### config.mk
export PLATFORM = sky130hd
export DESIGN_NAME = seq_det_ctrl
export DESIGN_NICKNAME = d
export VERILOG_FILES = /design/src/rtl/seq_det_ctrl.sv
export SDC_FILE = /design/constraint.sdc
export NUM_CORES = 1
export LEC_CHECK = 0
export ABC_AREA = 1
export CORE_MARGIN = 2
export CORE_UTILIZATION = 55
export CTS_BUF_LIST = sky130_fd_sc_hd__clkbuf_8 sky130_fd_sc_hd__clkbuf_16
export DETAILED_ROUTE_END_ITERATION = 6
export PLACE_DENSITY = 0.87
export SETUP_SLACK_MARGIN = 0.05
export SYNTH_ARGS = -nofsm -noshare
export SYNTH_HDL_FRONTEND = slang
export SYNTH_SLANG_ARGS = --single-unit
### constraint.sdc
create_clock -name clk -period 2.3 [get_ports clk]
set_input_delay 0.23 -clock clk [delete_from_list [all_inputs] [get_ports clk]]
set_output_delay 0.23 -clock clk [all_outputs]
set_load 0.02 [all_outputs]
### src/rtl/seq_det_ctrl.sv
// seq_det_ctrl: scan controller for a shared programmable 5-bit sequence detector.
//
// Holds a NUM_PAT-entry table of {enable, pattern}. A start request walks the
// table, and for every enabled entry it reloads the detector, streams a
// WIN_LEN-bit gap-free window into it, counts detector hits and emits one
// per-pattern report.
//
// Optional feature macro: SEQ_DET_CTRL_LOOP_EN
//   defined   - after the last index, rescan from index 0 while start is held
//   undefined - single pass per start pulse
//
// Ports
//   clk, resetn                  clock, synchronous active-low reset
//   cfg_we/cfg_idx/cfg_pat/cfg_en table write (accepted in IDLE only)
//   start                        begin a scan pass
//   busy, done                   status; done is a one-cycle end-of-pass pulse
//   din_valid, din, din_ready    serial input bit stream
//   det_resetn, det_init         detector reload (active-low) and target pattern
//   det_din, det_seen            detector input bit and registered hit flag
//   hit_valid/hit_idx/hit_cnt    per-pattern report strobe, index and hit count

module seq_det_ctrl #(
   parameter int unsigned NUM_PAT = 4,
   parameter int unsigned WIN_LEN = 32,
   parameter int unsigned CNT_W   = 8,
   localparam int unsigned IW     = (NUM_PAT > 1) ? $clog2(NUM_PAT) : 1
) (
   input  logic             clk,
   input  logic             resetn,
   input  logic             cfg_we,
   input  logic [IW-1:0]    cfg_idx,
   input  logic [4:0]       cfg_pat,
   input  logic             cfg_en,
   input  logic             start,
   output logic             busy,
   output logic             done,
   input  logic             din_valid,
   input  logic             din,
   output logic             din_ready,
   output logic             det_resetn,
   output logic [4:0]       det_init,
   output logic             det_din,
   input  logic             det_seen,
   output logic             hit_valid,
   output logic [IW-1:0]    hit_idx,
   output logic [CNT_W-1:0] hit_cnt
);

   // Scan index carries one extra value (NUM_PAT) marking "table exhausted".
   localparam int unsigned XW = $clog2(NUM_PAT + 1);
   localparam int unsigned BW = $clog2(WIN_LEN + 1);

   localparam logic [XW-1:0]    LAST_IDX = XW'(NUM_PAT - 1);
   localparam logic [XW-1:0]    END_IDX  = XW'(NUM_PAT);
   localparam logic [BW-1:0]    WIN_END  = BW'(WIN_LEN);
   localparam logic [CNT_W-1:0] CNT_MAX  = '1;

   typedef enum logic [2:0] {
      S_IDLE,
      S_SEEK,
      S_LOAD,
      S_SCAN,
      S_DRAIN,
      S_REPORT,
      S_DONE
   } state_t;

   // Pattern table
   logic [4:0]         r_pat [NUM_PAT];
   logic [NUM_PAT-1:0] r_en;

   // Control state
   state_t             r_state;
   state_t             w_state_nxt;
   logic [XW-1:0]      r_idx;
   logic [XW-1:0]      w_idx_nxt;
   logic [IW-1:0]      w_cur_idx;
   logic [BW-1:0]      r_bit_cnt;
   logic [BW-1:0]      w_bit_cnt_nxt;
   logic [CNT_W-1:0]   r_acc;
   logic [CNT_W-1:0]   w_acc_nxt;
   logic               w_count_hit;

   // Registered outputs
   logic               r_busy;
   logic               r_done;
   logic               r_din_ready;
   logic               r_det_load;
   logic [4:0]         r_det_init;
   logic               r_hit_valid;
   logic [IW-1:0]      r_hit_idx;
   logic [CNT_W-1:0]   r_hit_cnt;

   assign w_cur_idx = r_idx[IW-1:0];

   // Table write port, accepted only while idle
   always_ff @(posedge clk) begin
      if (!resetn) begin
         for (int i = 0; i < int'(NUM_PAT); i++) begin
            r_pat[i] <= '0;
         end
         r_en <= '0;
      end else if (cfg_we && (r_state == S_IDLE) && (32'(cfg_idx) < NUM_PAT)) begin
         r_pat[cfg_idx] <= cfg_pat;
         r_en[cfg_idx]  <= cfg_en;
      end
   end

   // Next-state, index, bit counter and hit accumulator
   always_comb begin
      w_state_nxt   = r_state;
      w_idx_nxt     = r_idx;
      w_bit_cnt_nxt = r_bit_cnt;
      w_acc_nxt     = r_acc;
      w_count_hit   = 1'b0;

      case (r_state)
         S_IDLE: begin
            if (start) begin
               w_state_nxt = S_SEEK;
               w_idx_nxt   = '0;
            end
         end

         // One table entry examined per cycle; END_IDX means nothing left.
         S_SEEK: begin
            if (r_idx == END_IDX) begin
               w_state_nxt = S_DONE;
            end else if (r_en[w_cur_idx]) begin
               w_state_nxt = S_LOAD;
            end else begin
               w_idx_nxt = r_idx + XW'(1);
            end
         end

         S_LOAD: begin
            w_bit_cnt_nxt = '0;
            w_acc_nxt     = '0;
            w_state_nxt   = S_SCAN;
         end

         // A gap aborts the window; the detector is reloaded for the same entry.
         // det_seen in the first window cycle predates any window bit.
         S_SCAN: begin
            if (!din_valid) begin
               w_state_nxt = S_LOAD;
            end else begin
               w_count_hit   = (r_bit_cnt != '0);
               w_bit_cnt_nxt = r_bit_cnt + BW'(1);
               if (w_bit_cnt_nxt == WIN_END) begin
                  w_state_nxt = S_DRAIN;
               end
            end
         end

         // Captures the hit produced by the last window bit.
         S_DRAIN: begin
            w_count_hit = 1'b1;
            w_state_nxt = S_REPORT;
         end

         S_REPORT: begin
            if (r_idx == LAST_IDX) begin
`ifdef SEQ_DET_CTRL_LOOP_EN
               if (start) begin
                  w_state_nxt = S_SEEK;
                  w_idx_nxt   = '0;
               end else begin
                  w_state_nxt = S_DONE;
               end
`else
               w_state_nxt = S_DONE;
`endif
            end else begin
               w_state_nxt = S_SEEK;
               w_idx_nxt   = r_idx + XW'(1);
            end
         end

         S_DONE: begin
            w_state_nxt = S_IDLE;
         end

         default: begin
            w_state_nxt = S_IDLE;
         end
      endcase

      // Saturating hit counter
      if (w_count_hit && det_seen && (r_acc != CNT_MAX)) begin
         w_acc_nxt = r_acc + CNT_W'(1);
      end
   end

   // State and output registers; outputs are decoded from the next state
   always_ff @(posedge clk) begin
      if (!resetn) begin
         r_state     <= S_IDLE;
         r_idx       <= '0;
         r_bit_cnt   <= '0;
         r_acc       <= '0;
         r_busy      <= 1'b0;
         r_done      <= 1'b0;
         r_din_ready <= 1'b0;
         r_det_load  <= 1'b0;
         r_det_init  <= '0;
         r_hit_valid <= 1'b0;
         r_hit_idx   <= '0;
         r_hit_cnt   <= '0;
      end else begin
         r_state     <= w_state_nxt;
         r_idx       <= w_idx_nxt;
         r_bit_cnt   <= w_bit_cnt_nxt;
         r_acc       <= w_acc_nxt;
         r_busy      <= (w_state_nxt != S_IDLE);
         r_done      <= (w_state_nxt == S_DONE);
         r_din_ready <= (w_state_nxt == S_SCAN);
         r_det_load  <= (w_state_nxt == S_LOAD);
         r_hit_valid <= (w_state_nxt == S_REPORT);
         if (w_state_nxt == S_LOAD) begin
            r_det_init <= r_pat[w_cur_idx];
         end
         if (w_state_nxt == S_REPORT) begin
            r_hit_idx <= w_cur_idx;
            r_hit_cnt <= w_acc_nxt;
         end
      end
   end

   assign busy       = r_busy;
   assign done       = r_done;
   assign din_ready  = r_din_ready;
   // Detector held in reset while the controller itself is in reset.
   assign det_resetn = resetn & ~r_det_load;
   assign det_init   = r_det_init;
   // Bit passes straight through to the detector while scanning.
   assign det_din    = r_din_ready & din;
   assign hit_valid  = r_hit_valid;
   assign hit_idx    = r_hit_idx;
   assign hit_cnt    = r_hit_cnt;

endmodule

**Word-level counts from Yosys, hierarchy flattened**

Memories as Yosys holds them, arrays and structs flattened. A register that Yosys moved wholly into a read port is not among the register bits.
Index checks and enable logic that the tools add are counted.

- Bits in registers: 39
- RAM bits: 20
- Output and inout bits: 21
- Word-level logic and storage cells: 83
- Memories kept: 1

- Add/subtract/negate cells: 3
- Order comparisons: 3
- Eq/ne operators: 18
- Multiplexer cells: 30
- Bitwise operators: 3
- Reduce and logical (&&, ||, !) cells: 13

Memories:

| name | words | width | read ports | clocked after memory_dff | write ports | RTL line | source |
|---|---|---|---|---|---|---|---|
| r_pat | 4 | 5 | 1 | 1 | 4 | 69 | `logic [4:0] r_pat [NUM_PAT];` |

Operators by type and width:

| kind | number |
|---|---|
| 2-to-1 mux 3 bit | 10 |
| one-hot mux 3 bit (6 select lines) | 1 |
| 2-to-1 mux 8 bit | 2 |
| == test 3 x 2 -> 1 bit, second input constant | 5 |
| == test 3 bit, second input constant | 5 |
| one-hot mux 6 bit (2 select lines) | 1 |
| inequality test 2 bit, second input constant | 5 |
| one-hot mux 3 bit (3 select lines) | 1 |
| adder 8 x 1 -> 8 bit, second input constant | 1 |
| 2-to-1 mux 1 bit | 8 |
| inequality test 8 bit, second input constant | 1 |
| adder 6 x 1 -> 6 bit, second input constant | 1 |
| == test 6 bit, second input constant | 1 |
| < comparator 2 x 3 -> 1 bit, second input constant | 2 |
| 2-to-1 mux 6 bit | 1 |
| nonzero test 3 bit | 2 |
| nonzero test 6 bit | 1 |
| 2-to-1 mux 5 bit | 1 |
| AND reduction 5 bit | 1 |
| OR reduction 5 bit | 1 |
| bitwise mux 4 bit | 1 |
| logical AND 1 bit | 4 |
| adder 3 x 1 -> 3 bit, second input constant | 1 |
| == test 3 x 1 -> 1 bit, second input constant | 1 |
| 11 further kinds | 12 |

**Longest topological paths before layout**

Gate-level depths: netlist (run 1).

- Depth in word-level cells: 7
- Gate-level depth with buffers: 15
- Mapped depth without buffers: 14

**Worst setup path before layout (run 1)**

OpenSTA, ideal clock, no wires.

- Path kind: flip-flop to flip-flop
- Start point: register r_idx[0]
- End point: register r_det_init[0] (netlist: det_init[0]) (read register of r_pat)
- Setup time: 0.114 ns
- Arrival: 1.730 ns
- Required time: 2.186 ns
- Path slack: 0.457 ns
- Cell stages (with the launch flop): 15
- Buffers on the path: 2
- Clock period less this slack: 1.843 ns
- Path through: dfxtp_1 inv_2 clkbuf_1 ha_1 nand2_1 nor2_1 a31oi_1 nand2_1 nor2_1 nand2_2 nand3_2 buf_6 nand2_2 nand2_1 nor2_2

- Cells in the longest elaborated chain, start to end: 6
- Elaborated cells on any way between the ends: 9

RTL lines:

| element | RTL line | source |
|---|---|---|
| start: declaration | 75 | `logic [XW-1:0] r_idx;` |
| start signal: assignment | 212 | `r_idx <= w_idx_nxt;` |
| binary-select mux 1 bit (select 2 bit) | 129 | `end else if (r_en[w_cur_idx]) begin` |
| 2-to-1 mux 1 bit (implied by the code) | 129 |  |
| 2-to-1 mux 3 bit | 129 |  |
| 2-to-1 mux 3 bit | 127 | `if (r_idx == END_IDX) begin` |
| one-hot mux 3 bit (6 select lines) | 117 | `case (r_state)` |
| == test 3 x 2 -> 1 bit | 220 | `if (w_state_nxt == S_LOAD) begin` |
| end: declaration | 89 | `logic [4:0] r_det_init;` |

Parallel ways exist; a longest one is shown, timed or not. The select of a mux whose other input is x is not followed.
A chain may end at the register's enable or synchronous reset.

**Final worst setup path (run 1)**

- Start point: register r_bit_cnt[1]
- End point: register r_det_init[4] (netlist: det_init[4]) (read register of r_pat)

- Cells in the longest elaborated chain, start to end: 6

RTL lines:

| element | RTL line | source |
|---|---|---|
| start: declaration | 78 | `logic [BW-1:0] r_bit_cnt;` |
| start signal: assignment | 213 | `r_bit_cnt <= w_bit_cnt_nxt;` |
| adder 6 x 1 -> 6 bit | 149 | `w_bit_cnt_nxt = r_bit_cnt + BW'(1);` |
| == test 6 bit | 150 | `if (w_bit_cnt_nxt == WIN_END) begin` |
| 2-to-1 mux 3 bit | 150 |  |
| 2-to-1 mux 3 bit | 145 | `if (!din_valid) begin` |
| one-hot mux 3 bit (6 select lines) | 117 |  |
| == test 3 x 2 -> 1 bit | 220 |  |

Every way passes these cells.

==> impl_table.tex, run 1 <==
\begin{tabular}{lr}
\hline
Metric & Value \\
\hline
\multicolumn{2}{l}{\textbf{Final layout}} \\
Layout Utilization & 69.0\% \\
Diode insertion count for antenna repair & 0 \\
Share of cells above drive strength 1 & 11.8\% \\
Count of fill cells added during filler insertion & 421 \\
Most common library cell in the layout ignoring fill and taps & nand2\_1 \\
Total Nets Final & 447 \\
P\&R area growth vs syn & 19.6\% \\
Highest-count cells in the layout ignoring fill and taps & nand2\_1, nor2\_1, dfxtp\_1 \\
\multicolumn{2}{l}{\textbf{STA}} \\
Post-route clock skew & 0.00970 ns \\
Endpoints failing hold & 0 \\
Slew at the pin closest to its max-slew limit & 0.470 ns \\
Fin crit share & 85.9\% \\
Fin. max-slew vios & 0 \\
Unrepaired setup endpoints after global routing & no \\
Final setup violation count & 0 \\
Total negative slack & 0 ns \\
Worst Hold Slack & 0.492 ns \\
Worst max-slew margin expressed relative to the limit & 68.7\% \\
Achievable clock frequency & 506 MHz \\
Final critical path time including I/O delays and setup & 1.97 ns \\
\multicolumn{2}{l}{\textbf{Power and ir drop}} \\
Relative contribution of the clock network to total power & 24.8\% \\
Switching Power & 1.25 mW \\
Net switching share of the total power & 36.9\% \\
Power per standard cell area & 939 nW/um2 \\
Worst vdd rail ir drop & 469 uV \\
Leak pwr & 1.53 nW \\
Logic gate share of total power & 33.3\% \\
Total internal power & 2.13 mW \\
Sequential group share of total power & 42.0\% \\
\multicolumn{2}{l}{\textbf{Global routing}} \\
Largest net degree at the start of global routing & 27 \\
Global Route Usage Sum & 22.7\% \\
Antenna violations before repair & 0 \\
Overflow left after global routing & 0 \\
Highest-utilization routing layer at the global route stage & met2 \\
Met3 GRT Util & 6.28\% \\
Global-route wire length before repair & 10,900 um \\
Vias in the first global route & 2,647 \\
Global-route met1 utilization & 25.5\% \\
Met2 track demand over resource & 40.3\% \\
\multicolumn{2}{l}{\textbf{Worst setup path}} \\
Required time worst endpoint & 2.54 ns \\
Max FO, Critical Path & 11 \\
Critical path data arrival time & 2.22 ns \\
Element type at the critical path start & register \\
Type of the worst setup path & reg -> reg \\
Endpoint class of the critical path & register \\
\multicolumn{2}{l}{\textbf{Clock tree}} \\
Number of buffers on the longest clock path & 2 \\
H-tree level count & 3 \\
Skew-Pair Late Insertion Delay & 0.34 ns \\
Register clock-pin slew on the reported worst setup and hold paths & 0.08 ns \\
TritonCTS buffer count & 9 \\
Num Clock Sinks & 64 \\
Cts repair resizes & 0 \\
Root buffer cell & clkbuf\_8 \\
Post CTS Setup Buffer Count & 0 \\
Total of hold buffers inserted after clock tree synthesis & 0 \\
CTS tree & done \\
\multicolumn{2}{l}{\textbf{Drt}} \\
Vias after detailed routing & 2,643 \\
Number of antenna-violating nets in the routed design & 0 \\
Drt drc & 0 \\
Total detailed-routing wirelength & 6350 um \\
Starting DRC count in detailed routing & 171 \\
Average wire length per cell after detail routing & 12.7 um \\
Via-to-Cell Ratio & 5.28 \\
Detailed-routing iteration count for the pre-antenna-repair pass & 4 \\
\multicolumn{2}{l}{\textbf{Place}} \\
Final weighted congestion in routability-driven placement & 0.852 \\
Placed wire-length estimate after detailed placement & 4570 um \\
Input/output buffers & 35 \\
\multicolumn{2}{l}{\textbf{Synth}} \\
Number of nets in the synthesized netlist & 407 \\
Number of enable-type register cells in the synthesized netlist & 20 \\
Number of standard cells after synthesis & 386 \\
Flops \& latches, synth & 64 \\
Number of warnings printed during yosys synthesis & 0 \\
Mean area per synthesized cell & 7.79 um2 \\
Synthesized cell area & 3010 um2 \\
Cell variety after synth & 31 \\
Dominant register cell in the synthesized netlist & dfxtp\_1 \\
Async SR Flop Fraction & 0\% \\
Sequential element share of the synthesized area & 49.3\% \\
\multicolumn{2}{l}{\textbf{Floorplan}} \\
Cell Rows & 26 \\
Die Y & 77.9 um \\
Horiz. Die Dim & 77.9 um \\
Core outline area & 5200 um2 \\
Starting utilization of the core area & 57.7\% \\
Die area & 6070 um2 \\
Boundary Pins & 36 \\
\multicolumn{2}{l}{\textbf{Min path}} \\
Class of the most critical hold timing path & reg -> reg \\
\multicolumn{2}{l}{\textbf{Outcome}} \\
Status & completed \\
\multicolumn{2}{l}{\textbf{Flow run}} \\
MaxCap Viol Count & 0 \\
\hline
\end{tabular}
## path summary, 6_finish.rpt
check | end | slack [ns] | start | depth (start not counted)
setup / recovery | det_init[4] | 0.33 | r_bit_cnt[1] | 12
hold / removal | r_en[0] | 0.49 | r_en[0] | 2
setup reg to reg | det_init[4] | 0.33 | r_bit_cnt[1] | 12
hold reg to reg | r_en[0] | 0.49 | r_en[0] | 2
## power by group through the flow
| stage | clock network, mW | registers, mW | logic, mW |
|---|---|---|---|
| after floorplan | 0 | 1.50 | 0.718 |
| after global placement | 0 | 1.44 | 1.08 |
| after detailed placement | 0 | 1.44 | 1.11 |
| after CTS | 0.845 | 1.42 | 1.12 |
| after global routing | 0.887 | 1.44 | 1.25 |
| final | 0.835 | 1.42 | 1.12 |
## sequential cells by signal (all words and copies together), names as in the netlist, 2 cells and up
signal,count
r_pat,20
hit_cnt,8
r_acc,8
r_bit_cnt,6
det_init,5
r_en,4
r_idx,3
r_state,3
hit_idx,2
## layout make-up
class / instances / area, um2 / share of cell area (%)
clock buffers: 9 / 124 / 3.45
well taps: 70 / 87.6 / 2.44
repair buffers: 40 / 388 / 10.8
flip-flops and latches: 64 / 1480 / 41.2
inverters: 54 / 203 / 5.64
multi-input cells: 257 / 1260 / 35.1
clock inverters: 7 / 48.8 / 1.36
## critical path, stage by stage, from the launching register on
cell and delay (ns):
dfxtp_1 0.39, ha_1 0.23, nand3_1 0.10, nand2_1 0.11
nand3_1 0.10, nor2_2 0.10, nand2_2 0.08, nand2_2 0.07
nand2_2 0.06, nor2_4 0.11, nand3_2 0.27, nor2_1 0.21
nor2_2 0.05
## synthesized netlist by cell type (5+ instances only)
cell,count,area share (%)
o211ai_1,6,1.5
a21oi_1,23,3.8
o21ai_0,14,2.3
nand2_1,71,8.9
nor3_1,6,1.0
edfxtp_1,20,20
inv_2,14,1.7
nand3_1,25,4.2
nand2_2,9,1.9
nor2_1,62,7.7
o21ai_1,6,1.0
inv_1,40,5.0
dfxtp_1,44,29
o22ai_1,6,1.2
nor2_2,5,1.0
ha_1,6,2.5
clkbuf_1,5,0.62
## routing by layer
layer  vias up  share of wire [%]
met3        14                5.4
met4         0                1.7
met1      1212                 43
met5         -                  0
met2        88                 50
li1       1329                  -
## cell families after synthesis
family	count (synthesis)	synth area share, %
compound gates	59	10.9
buf+inv	65	8.74
fa+ha+maj	6	2.50
flops	64	49.3
xor+xnor	6	1.75
simple gates	186	26.8
## per-stage QoR
stage | cell area, um2 | power [mW] | std cells | setup slack (ns)
final | 3590 | 3.37 | 501 | 0.325
after global routing | 3590 | 3.58 | 501 | 0.122
after global placement | 3420 | 2.52 | 485 | 0.461
after CTS | 3590 | 3.38 | 501 | 0.350
after detailed placement | 3420 | 2.56 | 485 | 0.382
after floorplan | 3010 | 2.22 | 386 | 0.457
(Power assumes the default switching activity.)
==> inputs of run 2 (changes only) <==
Settings changed: GPL_ROUTABILITY_DRIVEN set to 1.
==> results of run 2 <==
Same layout as run 1: the final DEF is identical, and so are final timing and power.
